## config.mk

```make
export PLATFORM = sky130hd
export DESIGN_NAME = hex_display_scanner
export DESIGN_NICKNAME = d
export VERILOG_FILES = /design/src/rtl/disp_pkg.sv /design/src/rtl/scan_tick_gen.sv /design/src/rtl/hex_display_scanner.sv
export SDC_FILE = /design/constraint.sdc
export NUM_CORES = 1
export LEC_CHECK = 0
export CORE_ASPECT_RATIO = 0.5
export CORE_MARGIN = 10
export CORE_UTILIZATION = 60
export CTS_CLUSTER_DIAMETER = 60
export DETAILED_ROUTE_END_ITERATION = 10
export GPL_TIMING_DRIVEN = 0
export PLACE_DENSITY = 0.84
export SLEW_MARGIN = 10
export SYNTH_ARGS = -nofsm -noshare
export SYNTH_HDL_FRONTEND = slang
export SYNTH_SLANG_ARGS = --single-unit
```

## constraint.sdc

```tcl
create_clock -name clk -period 7 [get_ports clk]
set_clock_uncertainty 0.15 [all_clocks]
set_input_delay 1.05 -clock clk [delete_from_list [all_inputs] [get_ports clk]]
set_output_delay 1.05 -clock clk [all_outputs]
set_load 0.01 [all_outputs]
```

## src/rtl/disp_pkg.sv

```systemverilog
// Shared definitions for the 4-digit multiplexed 7-segment display scanner.
//
// Contents:
//   NUM_DIGITS    number of digits on the display (4)
//   DIGITS_OFF    active-low digit enable pattern with every digit dark
//   nib_t         one hex digit
//   digit_select  active-low one-cold enable for a digit index
//   lz_suppress   leading-zero suppression mask for a displayed value
package disp_pkg;

  localparam int         NUM_DIGITS = 4;
  localparam logic [3:0] DIGITS_OFF = 4'b1111;

  typedef logic [3:0] nib_t;

  // Active-low enable for digit idx: exactly one bit low.
  function automatic logic [3:0] digit_select(input logic [1:0] idx);
    digit_select = ~(4'b0001 << idx);
  endfunction

  // Bit k set means digit k is a leading zero that should stay dark.
  // A lit decimal point keeps its digit visible even when the nibble is zero.
  // Digit 0 always shows, so a zero value reads "   0".
  function automatic logic [3:0] lz_suppress(input logic [15:0] v,
                                             input logic [3:0]  dp);
    logic [3:0] s;
    s    = 4'b0000;
    s[3] = (v[15:12] == 4'h0) && !dp[3];
    s[2] = (v[15:8]  == 8'h00) && !dp[2];
    s[1] = (v[15:4]  == 12'h000) && !dp[1];
    lz_suppress = s;
  endfunction

endpackage

```

## src/rtl/scan_tick_gen.sv

```systemverilog
// Digit-slot prescaler for the display scanner.
//
// A counter runs 0..TICKS_PER_DIGIT-1 and wraps; each full count is one
// digit slot.
//
// Ports:
//   clk       system clock
//   rst       synchronous reset, active-high (counter back to 0)
//   slot_end  high in the last cycle of a digit slot
//   in_blank  high during the first BLANK_TICKS cycles of a slot, when every
//             digit is held dark so the previous digit does not ghost
module scan_tick_gen #(
  parameter int TICKS_PER_DIGIT = 50000,
  parameter int BLANK_TICKS     = 500
) (
  input  logic clk,
  input  logic rst,
  output logic slot_end,
  output logic in_blank
);

  localparam int TW = (TICKS_PER_DIGIT > 1) ? $clog2(TICKS_PER_DIGIT) : 1;
  localparam logic [TW-1:0] TICK_LAST = TW'(TICKS_PER_DIGIT - 1);
  localparam logic [TW-1:0] BLANK_LIM = TW'(BLANK_TICKS);

  logic [TW-1:0] tick;

  always_ff @(posedge clk) begin
    if (rst) begin
      tick <= '0;
    end else if (tick == TICK_LAST) begin
      tick <= '0;
    end else begin
      tick <= tick + 1'b1;
    end
  end

  assign slot_end = (tick == TICK_LAST);
  assign in_blank = (tick < BLANK_LIM);

endmodule

```

## src/rtl/hex_display_scanner.sv

```systemverilog
// Time-multiplexes a 16-bit hex value onto a 4-digit common-anode display.
//
// Ports:
//   clk         system clock
//   rst         synchronous reset, active-high
//   value       value to show; value[3:0] is the rightmost digit (digit 0)
//   load        1-cycle strobe capturing value and dp_mask
//   dp_mask     decimal point per digit (1 = lit), captured with value
//   blank_lz    1 = leading zero digits stay dark (live level)
//   digit_nib   nibble of the digit being scanned, to the segment decoder
//   digit_en_n  active-low digit enables, at most one low
//   dp_n        active-low decimal point for the scanned digit
//   frame       1-cycle pulse after the scan wraps from digit 3 to digit 0
//
// Handshake: load is a plain strobe with no back-pressure. Every cycle with
// load=1 is taken; a load mid-frame waits in a pending register (last one
// wins) and is moved to the display only at the frame boundary, so a frame
// never mixes old and new digits. A load in the boundary cycle itself goes
// straight to the display.
module hex_display_scanner
  import disp_pkg::*;
#(
  parameter int TICKS_PER_DIGIT = 50000,
  parameter int BLANK_TICKS     = 500
) (
  input  logic        clk,
  input  logic        rst,
  input  logic [15:0] value,
  input  logic        load,
  input  logic [3:0]  dp_mask,
  input  logic        blank_lz,
  output logic [3:0]  digit_nib,
  output logic [3:0]  digit_en_n,
  output logic        dp_n,
  output logic        frame
);

  logic        slot_end;
  logic        in_blank;
  logic [1:0]  idx;
  logic        frame_end;

  logic [15:0] disp;
  logic [3:0]  disp_dp;
  logic [15:0] pend;
  logic [3:0]  pend_dp;
  logic        pend_v;

  logic [3:0]  sup;

  scan_tick_gen #(
    .TICKS_PER_DIGIT (TICKS_PER_DIGIT),
    .BLANK_TICKS     (BLANK_TICKS)
  ) u_tick (
    .clk      (clk),
    .rst      (rst),
    .slot_end (slot_end),
    .in_blank (in_blank)
  );

  assign frame_end = slot_end && (idx == 2'd3);

  // Digit index; the 2-bit counter wraps 3 -> 0 on its own.
  always_ff @(posedge clk) begin
    if (rst) begin
      idx <= 2'd0;
    end else if (slot_end) begin
      idx <= idx + 2'd1;
    end
  end

  // Load path: pending register plus tear-free swap at the frame boundary.
  always_ff @(posedge clk) begin
    if (rst) begin
      disp    <= 16'h0000;
      disp_dp <= 4'b0000;
      pend    <= 16'h0000;
      pend_dp <= 4'b0000;
      pend_v  <= 1'b0;
    end else if (frame_end) begin
      if (load) begin
        // Fresh value beats anything waiting in pend.
        disp    <= value;
        disp_dp <= dp_mask;
      end else if (pend_v) begin
        disp    <= pend;
        disp_dp <= pend_dp;
      end
      pend_v <= 1'b0;
    end else if (load) begin
      pend    <= value;
      pend_dp <= dp_mask;
      pend_v  <= 1'b1;
    end
  end

  always_comb begin
    sup = 4'b0000;
    if (blank_lz) begin
      sup = lz_suppress(disp, disp_dp);
    end
  end

  // Registered outputs: they follow tick/idx by one cycle.
  always_ff @(posedge clk) begin
    if (rst) begin
      digit_nib  <= 4'h0;
      digit_en_n <= DIGITS_OFF;
      dp_n       <= 1'b1;
      frame      <= 1'b0;
    end else begin
      digit_nib  <= disp[{idx, 2'b00} +: 4];
      dp_n       <= ~disp_dp[idx];
      digit_en_n <= (in_blank || sup[idx]) ? DIGITS_OFF : digit_select(idx);
      frame      <= frame_end;
    end
  end

endmodule

```

# Yosys cells after proc, flatten, opt, wreduce, memory -nomap -nowiden
# Index checks and enable logic that the tools add are counted.
[classes]
div = 0
eq_ne = 2
shifts = 2
n_reduce_logical = 17
mux = 9
magnitude_cmp = 2
add_sub_neg = 2
n_mul = 0
n_bitwise = 3
[op_table]
columns = ["operator", "count"]
rows = [
  ["2-to-1 mux 16 bit", 2],
  ["adder 16 x 1 -> 16 bit, second input constant", 1],
  ["== test 16 bit, second input constant", 1],
  ["< comparator 16 x 9 -> 1 bit, second input constant", 1],
  ["variable part select 16 x 5 -> 4 bit", 1],
  ["logical NOT 12 bit", 1],
  ["2-to-1 mux 4 bit", 3],
  ["logical NOT 8 bit", 1],
  ["OR reduction 2 bit", 3],
  ["binary-select mux 1 bit (select 2 bit)", 2],
  ["logical AND 1 bit", 4],
  ["logical NOT 4 bit", 1],
  ["NOT 4 bit", 1],
  ["AND reduction 2 bit", 2],
  ["left shift 1 x 2 -> 4 bit, first input constant", 1],
  ["logical NOT 1 bit", 3],
  ["< comparator 2 x 3 -> 1 bit, second input constant", 1],
  ["adder 2 x 1 -> 2 bit, second input constant", 1],
  ["== test 2 bit, second input constant", 1],
  ["2-to-1 mux 1 bit", 2],
  ["NOT 1 bit", 2],
  ["nonzero test 2 bit", 1],
  ["logical OR 1 bit", 1],
]
[totals]
n_memories = 0
romBits = 0
ramBits = 0
out_inout_bits = 10
elab_cells = 48
ff_bits = 69
latch_bits = 0

# Longest topological paths before layout
[depth]
ltp_word = 7
mapped_depth = 8

# Hierarchy
# A second synthesis with hierarchy kept.
[unflattened]
cells_unflattened = 314
hier_area_um2 = 2946.6
[by_module_without_submodules]
columns = ["mod", "area_each_um2", "seq_area_each_um2", "instances", "cells_per_inst"]
rows = [
  ["hex_display_scanner", 2179.6, 1061.0, 1, 231],
  ["scan_tick_gen", 767.0, 320.3, 1, 83],
]

# Worst setup path after synthesis
# OpenSTA, ideal clock, no wires.
[synth_timing]
kind = "input-to-reg"
from = "in load"
to = "reg disp[0]"
setup_slack_ps = 4499
t_arrival_ps = 2281
stages = 5
setup_time_ps = 70
cell_sequence = "clkbuf_1 buf_1 mux2i_1 or3_1 a21oi_1"
[synth_between]
elab_chain_len = 2
[synth_lines]
columns = ["element", "line", "source"]
rows = [
  ["start: declaration", "hex_display_scanner.sv:29", "input logic load,"],
  ["nonzero test 2 bit (no line)", "-", ""],
  ["AND reduction 2 bit (no line)", "-", ""],
  ["end signal: assignment", "hex_display_scanner.sv:83", "disp <= value;"],
  ["end signal: assignment", "hex_display_scanner.sv:86", "disp <= pend;"],
  ["end: declaration", "hex_display_scanner.sv:43", "logic [15:0] disp;"],
]
# Parallel ways exist; a longest one is shown, timed or not.
# A chain may end at the register's enable or synchronous reset.

# Final worst setup path
[layout_timing]
from = "reg u_tick.tick[13]"
to = "reg pend[9]"
[layout_between]
elab_chain_len = 4
[layout_lines]
columns = ["element", "line", "source"]
rows = [
  ["start: declaration", "scan_tick_gen.sv:26", "logic [TW-1:0] tick;"],
  ["start signal: assignment", "scan_tick_gen.sv:34", "tick <= tick + 1'b1;"],
  ["== test 16 bit", "scan_tick_gen.sv:38", "assign slot_end = (tick == TICK_LAST);"],
  ["logical AND 1 bit", "hex_display_scanner.sv:61", "assign frame_end = slot_end && (idx == 2'd3);"],
  ["NOT 1 bit (no line)", "-", ""],
  ["AND reduction 2 bit (no line)", "-", ""],
  ["end signal: assignment", "hex_display_scanner.sv:91", "pend <= value;"],
  ["end: declaration", "hex_display_scanner.sv:45", "logic [15:0] pend;"],
]
# Every way passes these cells.

==> results.ini <==
[run_status]
status=completed

[finish]
final-seq-area_um2=1380
diodes=0
utilization=0.738
nFillCells=374
nNetsFinal=412
drive_above_1_share=0.0567
multi_input_area_um2=1540
synthToLayoutAreaGrowth_pct=18.5

[setup_path]
startpoint_type=flip-flop
reg2reg_depth=5
timing.rr.end=pend[9]
reg2reg_setup_slack_ps=4470
arrival_ps=2660
critPathMaxFanout=10
crit_required_ps=7130
crit_type=flip-flop to flip-flop
r2r_start=u_tick.tick[13]
end_kind=flip-flop

[global_route]
grt_pass1_wl_um=11900
antenna_found_initial=0
grt_pass1_vias=2562
grt_use_total=0.172
grt_max_degree=11
gr-total-overflow=0

[routing]
dr.pass1.iters=5
routed_via_density=5.88
drtAntennaViolNets=0
drc=0
postRouteWirelength_um=7400
drt_iter0_drc=268
vias=2694
wl_per_cell_um=16.2

[worst_hold_path]
holdPathStages=1
min_from=u_tick.tick[0]
hold_path_end=u_tick.tick[0]
holdCritPathClass=flip-flop to flip-flop

[power]
p_sw_w=0.000176
leakage_nw=1.25
power.share.sequential=0.541
pwr-share-comb=0.072
clkPwrFrac=0.387
power_per_cell_area_nw_per_um2=206
ir_drop_uv=172
p_int_w=0.000573
p_sw_frac=0.234

[timing]
tightest_slew_ps=778
report.final.slew_viol_count=0
clock.fmax_mhz=396
tns_ps=0
rsz0062_at_grt=no
fin_crit_sh=0.361
layout_min_cycle_time_ps=2530
setup_violations=0
maxSlewHeadroom=0.477
finalHoldViolCount=0

[placed_design]
gp_routability_congestion=0.864
numPortBuffers=31
dp_hpwl_um=5430

[logic_synthesis]
synth-edff-count=0
synthArstFlopShare=0
yosysWarnings=0
syn_area_per_cell_um2=9.01
synth_seq_cells=69
syn-cell-area_um2=3070
syn-instance-count=341
ys_types=32
synthesis.nets=370
ys_seq_area_frac=0.450
synthFlopType=dfxtp_1

[floorplan]
die-area_um2=8560
die_y_um=70.6
start_util=0.623
rows=18
die_x_um=121
io_pins=34
design.core.area_um2=4930

[run]
maxCapViolations=0

[clock_tree]
hold_buffers=0
cts_resized=0
worstSkewPairLatency_ps=350
root_buffer=clkbuf_8
cts_made_buffers=9
cts.path.max_buffers=2
path_clk_slew_ps=70
h-tree-depth=3
cts.sinks=69
post-cts-setup-buffer-count=0
tritoncts=built

==> worst max-delay path by stage <==
stage / startpoint / end
4_1_cts: u_tick.tick[0] / u_tick.tick[3]
3_3_place_gp: load / disp[4]
3_5_place_dp: load / disp[4]
5_1_grt: u_tick.tick[0] / u_tick.tick[3]
2_1_floorplan: load / disp[0]
6_report: u_tick.tick[13] / pend[9]
==> power by group through the flow <==
stage                     Sequential (W)  Clock (W)  Combinational, W
final                           0.000405   0.000290         0.0000540
after global routing            0.000406   0.000308         0.0000586
after CTS                       0.000405   0.000293         0.0000536
after detailed placement        0.000414          0         0.0000531
after global placement          0.000413          0         0.0000507
after floorplan                 0.000413          0         0.0000302
==> cell usage after synthesis (2+ instances only) <==
cell / instances / area share
nor2_1: 24 / 0.029
ha_1: 5 / 0.020
nor4_1: 9 / 0.018
a21oi_1: 40 / 0.065
inv_1: 7 / 0.0086
nand4_1: 4 / 0.0081
nand4b_1: 5 / 0.014
o31ai_1: 2 / 0.0049
mux2i_1: 22 / 0.072
or3_1: 20 / 0.041
or4_4: 2 / 0.0073
buf_6: 3 / 0.011
or4_1: 2 / 0.0049
nand2_1: 3 / 0.0037
nor2b_1: 4 / 0.0081
clkbuf_1: 24 / 0.029
nor3_1: 4 / 0.0065
o21ai_0: 39 / 0.064
nand3_1: 25 / 0.041
dfxtp_1: 69 / 0.45
mux4_2: 4 / 0.029
xnor2_1: 14 / 0.040
==> cell type report <==
type,count,area share
Clock buffer,15,0.0457
Timing Repair Buffer,31,0.0852
Inverter,7,0.00721
Clock inverter,1,0.00137
Multi-Input combinational cell,237,0.422
Buffer,28,0.0350
Sequential cell,69,0.379
Tap cell,70,0.0240
==> flip-flops by register name, indices dropped and copies added (netlist names) <==
register and cells:
digit_en_n 4, u_tick.tick 16, disp 16, idx 2, disp_dp 4, frame 1, pend_v 1, pend 16
digit_nib 4, dp_n 1, pend_dp 4
==> per-layer routing <==
layer  GRT usage  share of wire  vias to the layer above  wire (µm)
li1            -              -                     1311          -
met1       0.197           0.41                     1282       3050
met2       0.296           0.49                       85       3610
met3      0.0546          0.083                       16        616
met4      0.0644          0.017                        0        123
met5           0              0                        -          0
==> through the flow <==
step	area, µm²	hold WS [ps]	power, W	cells	setup WS (ps)
6_report	3640	314	0.000749	458	4470
5_1_grt	3640	344	0.000772	458	4280
4_1_cts	3640	318	0.000751	458	4480
3_5_place_dp	3470	303	0.000467	442	4180
3_3_place_gp	3470	292	0.000464	442	4240
2_1_floorplan	3070	280	0.000443	341	4500
==> logic make-up after synthesis <==
group           Yosys count  share of synthesized area
fa+ha+maj                 5                     0.0204
mux                      26                      0.101
flops                    69                      0.450
xor+xnor                 15                     0.0428
simple gates            106                      0.193
compound gates           85                      0.143
buf+inv                  35                     0.0501
==> critical path, stage by stage, from the launching register on <==
cell and delay, ps:
dfxtp_1 340, or4_4 560, nor4_1 670, clkbuf_1 410
o21ai_0 160, a21oi_1 170
==> placed cells by master, fill, tap and decap left out, drive strengths merged <==
cell type / synthesis / final
or4b: 1 / 1
o2111ai: 1 / 1
mux2i: 22 / 22
mux4: 4 / 4
ha: 5 / 5
dfxtp: 69 / 69
nand3: 25 / 25
nand4bb: 1 / 1
nand4: 4 / 4
or4: 4 / 4
inv: 7 / 7
clkdlybuf4s50: 0 / 31
buf: 4 / 4
xnor2: 14 / 14
nor2b: 4 / 4
clkbuf: 24 / 39
or3: 20 / 20
nand4b: 5 / 5
o31ai: 2 / 2
nand2: 3 / 3
a21oi: 40 / 40
a211o: 1 / 1
nand2b: 1 / 1
and2: 1 / 1
nor3: 4 / 4
clkinv: 0 / 1
nor2: 24 / 24
nor4: 9 / 9
xor2: 1 / 1
a211oi: 1 / 1
o21ai: 40 / 40
Power figures use the tool's default switching activity.
==> RTL edit, RTL diff (same settings) <==
`TICKS_PER_DIGIT` is set to 50000 in 2 places; all go to 12500.
--- a/src/rtl/scan_tick_gen.sv
+++ b/src/rtl/scan_tick_gen.sv
@@ -11,5 +11,5 @@
 //             digit is held dark so the previous digit does not ghost
 module scan_tick_gen #(
-  parameter int TICKS_PER_DIGIT = 50000,
+  parameter int TICKS_PER_DIGIT = 12500,
   parameter int BLANK_TICKS     = 500
 ) (
--- a/src/rtl/hex_display_scanner.sv
+++ b/src/rtl/hex_display_scanner.sv
@@ -21,5 +21,5 @@
   import disp_pkg::*;
 #(
-  parameter int TICKS_PER_DIGIT = 50000,
+  parameter int TICKS_PER_DIGIT = 12500,
   parameter int BLANK_TICKS     = 500
 ) (
Function: no difference found for any inputs over 10 cycles, from zero or initial values and one cycle with rst high; that may be too few to reach the edited logic, so the function may still have changed.
==> RTL edit against the unedited design <==
Power up 7.6%. Synthesized area is 3.2% lower. Routed wire length down 9.6%. Setup slack gained 0.12 ns. First-iteration DRC count shrank 54%. Final area down 1.3%. Sequential cell count decreased by 2. Combinational power shrank 5.9%. Highest routed layer unchanged.
==> RTL edit: results (changes against the unedited design) <==
yosys warns: 0 (unchanged)
clk buf depth: 2 (unchanged)
fin worst setup slack: 4.60 ns (+0.125 ns)
status: completed
NumNets Final: 380 (-7.8%)
post-synthesis adder-cell area fraction: 2.10% (+0.068 points)
worst vdd ir: 158 uV (-8.0%)
antenna violations before repair: 0 (unchanged)
syn_nets: 338 (-8.6%)
largest net degree at the start of global routing: 12 (+1)
first-pass GRT wire length: 11500 um (-3.5%)
GP Congestion: 0.889 (+2.9%)
internal power: 0.634 mW (+11%)
Max stage delay on crit path: 0.53 ns (-0.14 ns)
Synth Area in Compound Gates: 8.96% (-5.4 points)
Seq/Total Area, Yosys: 45.1% (+0.15 points)
clk slew on worst S/H paths: 0.07 ns (about the same)
share of cells above drive strength 1: 8.71% (+3.0 points)
WL final: 6690 um (-9.6%)
total track usage: 16.7% (-0.47 points)
via count: 2386 (-11%)
Synth cell types: 37 (+16%)
Placement Cell Area: 3370 um^2 (-3.0%)
reg2reg path depth: 6 (+1)
top flop regs: disp: 16 flops, pend: 16 flops, u_tick.tick: 14 flops
initial DRC count: 123 (-54%)
FFs w/ async S/R, synth: 0% (unchanged)
CTS buffer count: 9 (unchanged)
number of gates resized after CTS: 0 (unchanged)
worst rel slew slack: 67.7% (+20 points)
Leak: 1.36 nW (+8.6%)
HP Class: flip-flop to flip-flop
DP HPWL: 4750 um (-13%)
main area contributors after synthesis: dfxtp_1 45%, mux2i_1 14%, nor2_1 5.0%
XOR/XNOR share of the synthesized area: 3.83% (-0.45 points)
pre-CTS setup slack: 4.45 ns (+0.278 ns)
Detailed Routing Iterations Pass 1: 4 (-1)
Post-CTS Setup Repair Bufs: 0 (unchanged)
crit path DAT: 1.20 ns (-1.46 ns)
proportion of synthesized area in mux cells: 16.8% (+6.7 points)
CP delay by family, top: buffers and inverters
leading post-synthesis cells by instance count: 67 x dfxtp_1, 41 x mux2i_1, 40 x nor2_1
Slowest cell on crit path: clkdlybuf4s50_1
worst-path fanout max: 1 (-9)
Hold Path Depth: 1 (unchanged)
## RTL edit: power groups by stage
stage / Combinational [mW] / Clock (mW) / Sequential (mW)
2_1_floorplan: 0.0307 / 0 / 0.402
3_3_place_gp: 0.0496 / 0 / 0.402
3_5_place_dp: 0.0505 / 0 / 0.403
4_1_cts: 0.0510 / 0.365 / 0.394
5_1_grt: 0.0562 / 0.385 / 0.395
6_report: 0.0508 / 0.361 / 0.394
## RTL edit: kinds of logic (layout without fill, tap and decap cells)
group,count (synthesis),in the layout
flip-flops,67,67
AO/OA/AOI/OAI,49,49
AND/OR/NAND/NOR,101,101
XOR/XNOR,13,13
multiplexers,45,45
buffers and inverters,29,76
adder cells (fa/ha/maj),5,5
## RTL edit: worst paths after layout
| kind | from | to | slack (ns) |
|---|---|---|---|
| setup / recovery | dp_n | dp_n | 4.60 |
| hold / removal | u_tick.tick[0] | u_tick.tick[0] | 0.33 |
| setup reg to reg | u_tick.tick[0] | disp[14] | 4.92 |
| hold reg to reg | u_tick.tick[0] | u_tick.tick[0] | 0.33 |
## RTL edit: stage by stage
| step | hold slack (ns) | cells |
|---|---|---|
| 2_1_floorplan | 0.280 | 309 |
| 3_3_place_gp | 0.293 | 406 |
| 3_5_place_dp | 0.323 | 406 |
| 4_1_cts | 0.339 | 422 |
| 5_1_grt | 0.364 | 422 |
| 6_report | 0.327 | 422 |
## RTL edit: cell type report
class                      count  area (um^2)
inverter                       6         22.5
tap                           66         82.6
sequential                    67         1340
clock buffer                  11          151
fill                         311         1000
multi-input combinational    213         1500
clock inverter                 5         75.1
buffer                        23          109
timing repair buffer          31          310
## RTL edit: routing by layer
layer  vias to the layer above  global-route usage [%]  wire (um)
met4                         0                    6.97        114
met2                        78                    27.1       3250
li1                       1178                       -          -
met1                      1116                    19.6       2860
met5                         -                       0          0
met3                        14                    5.91        466
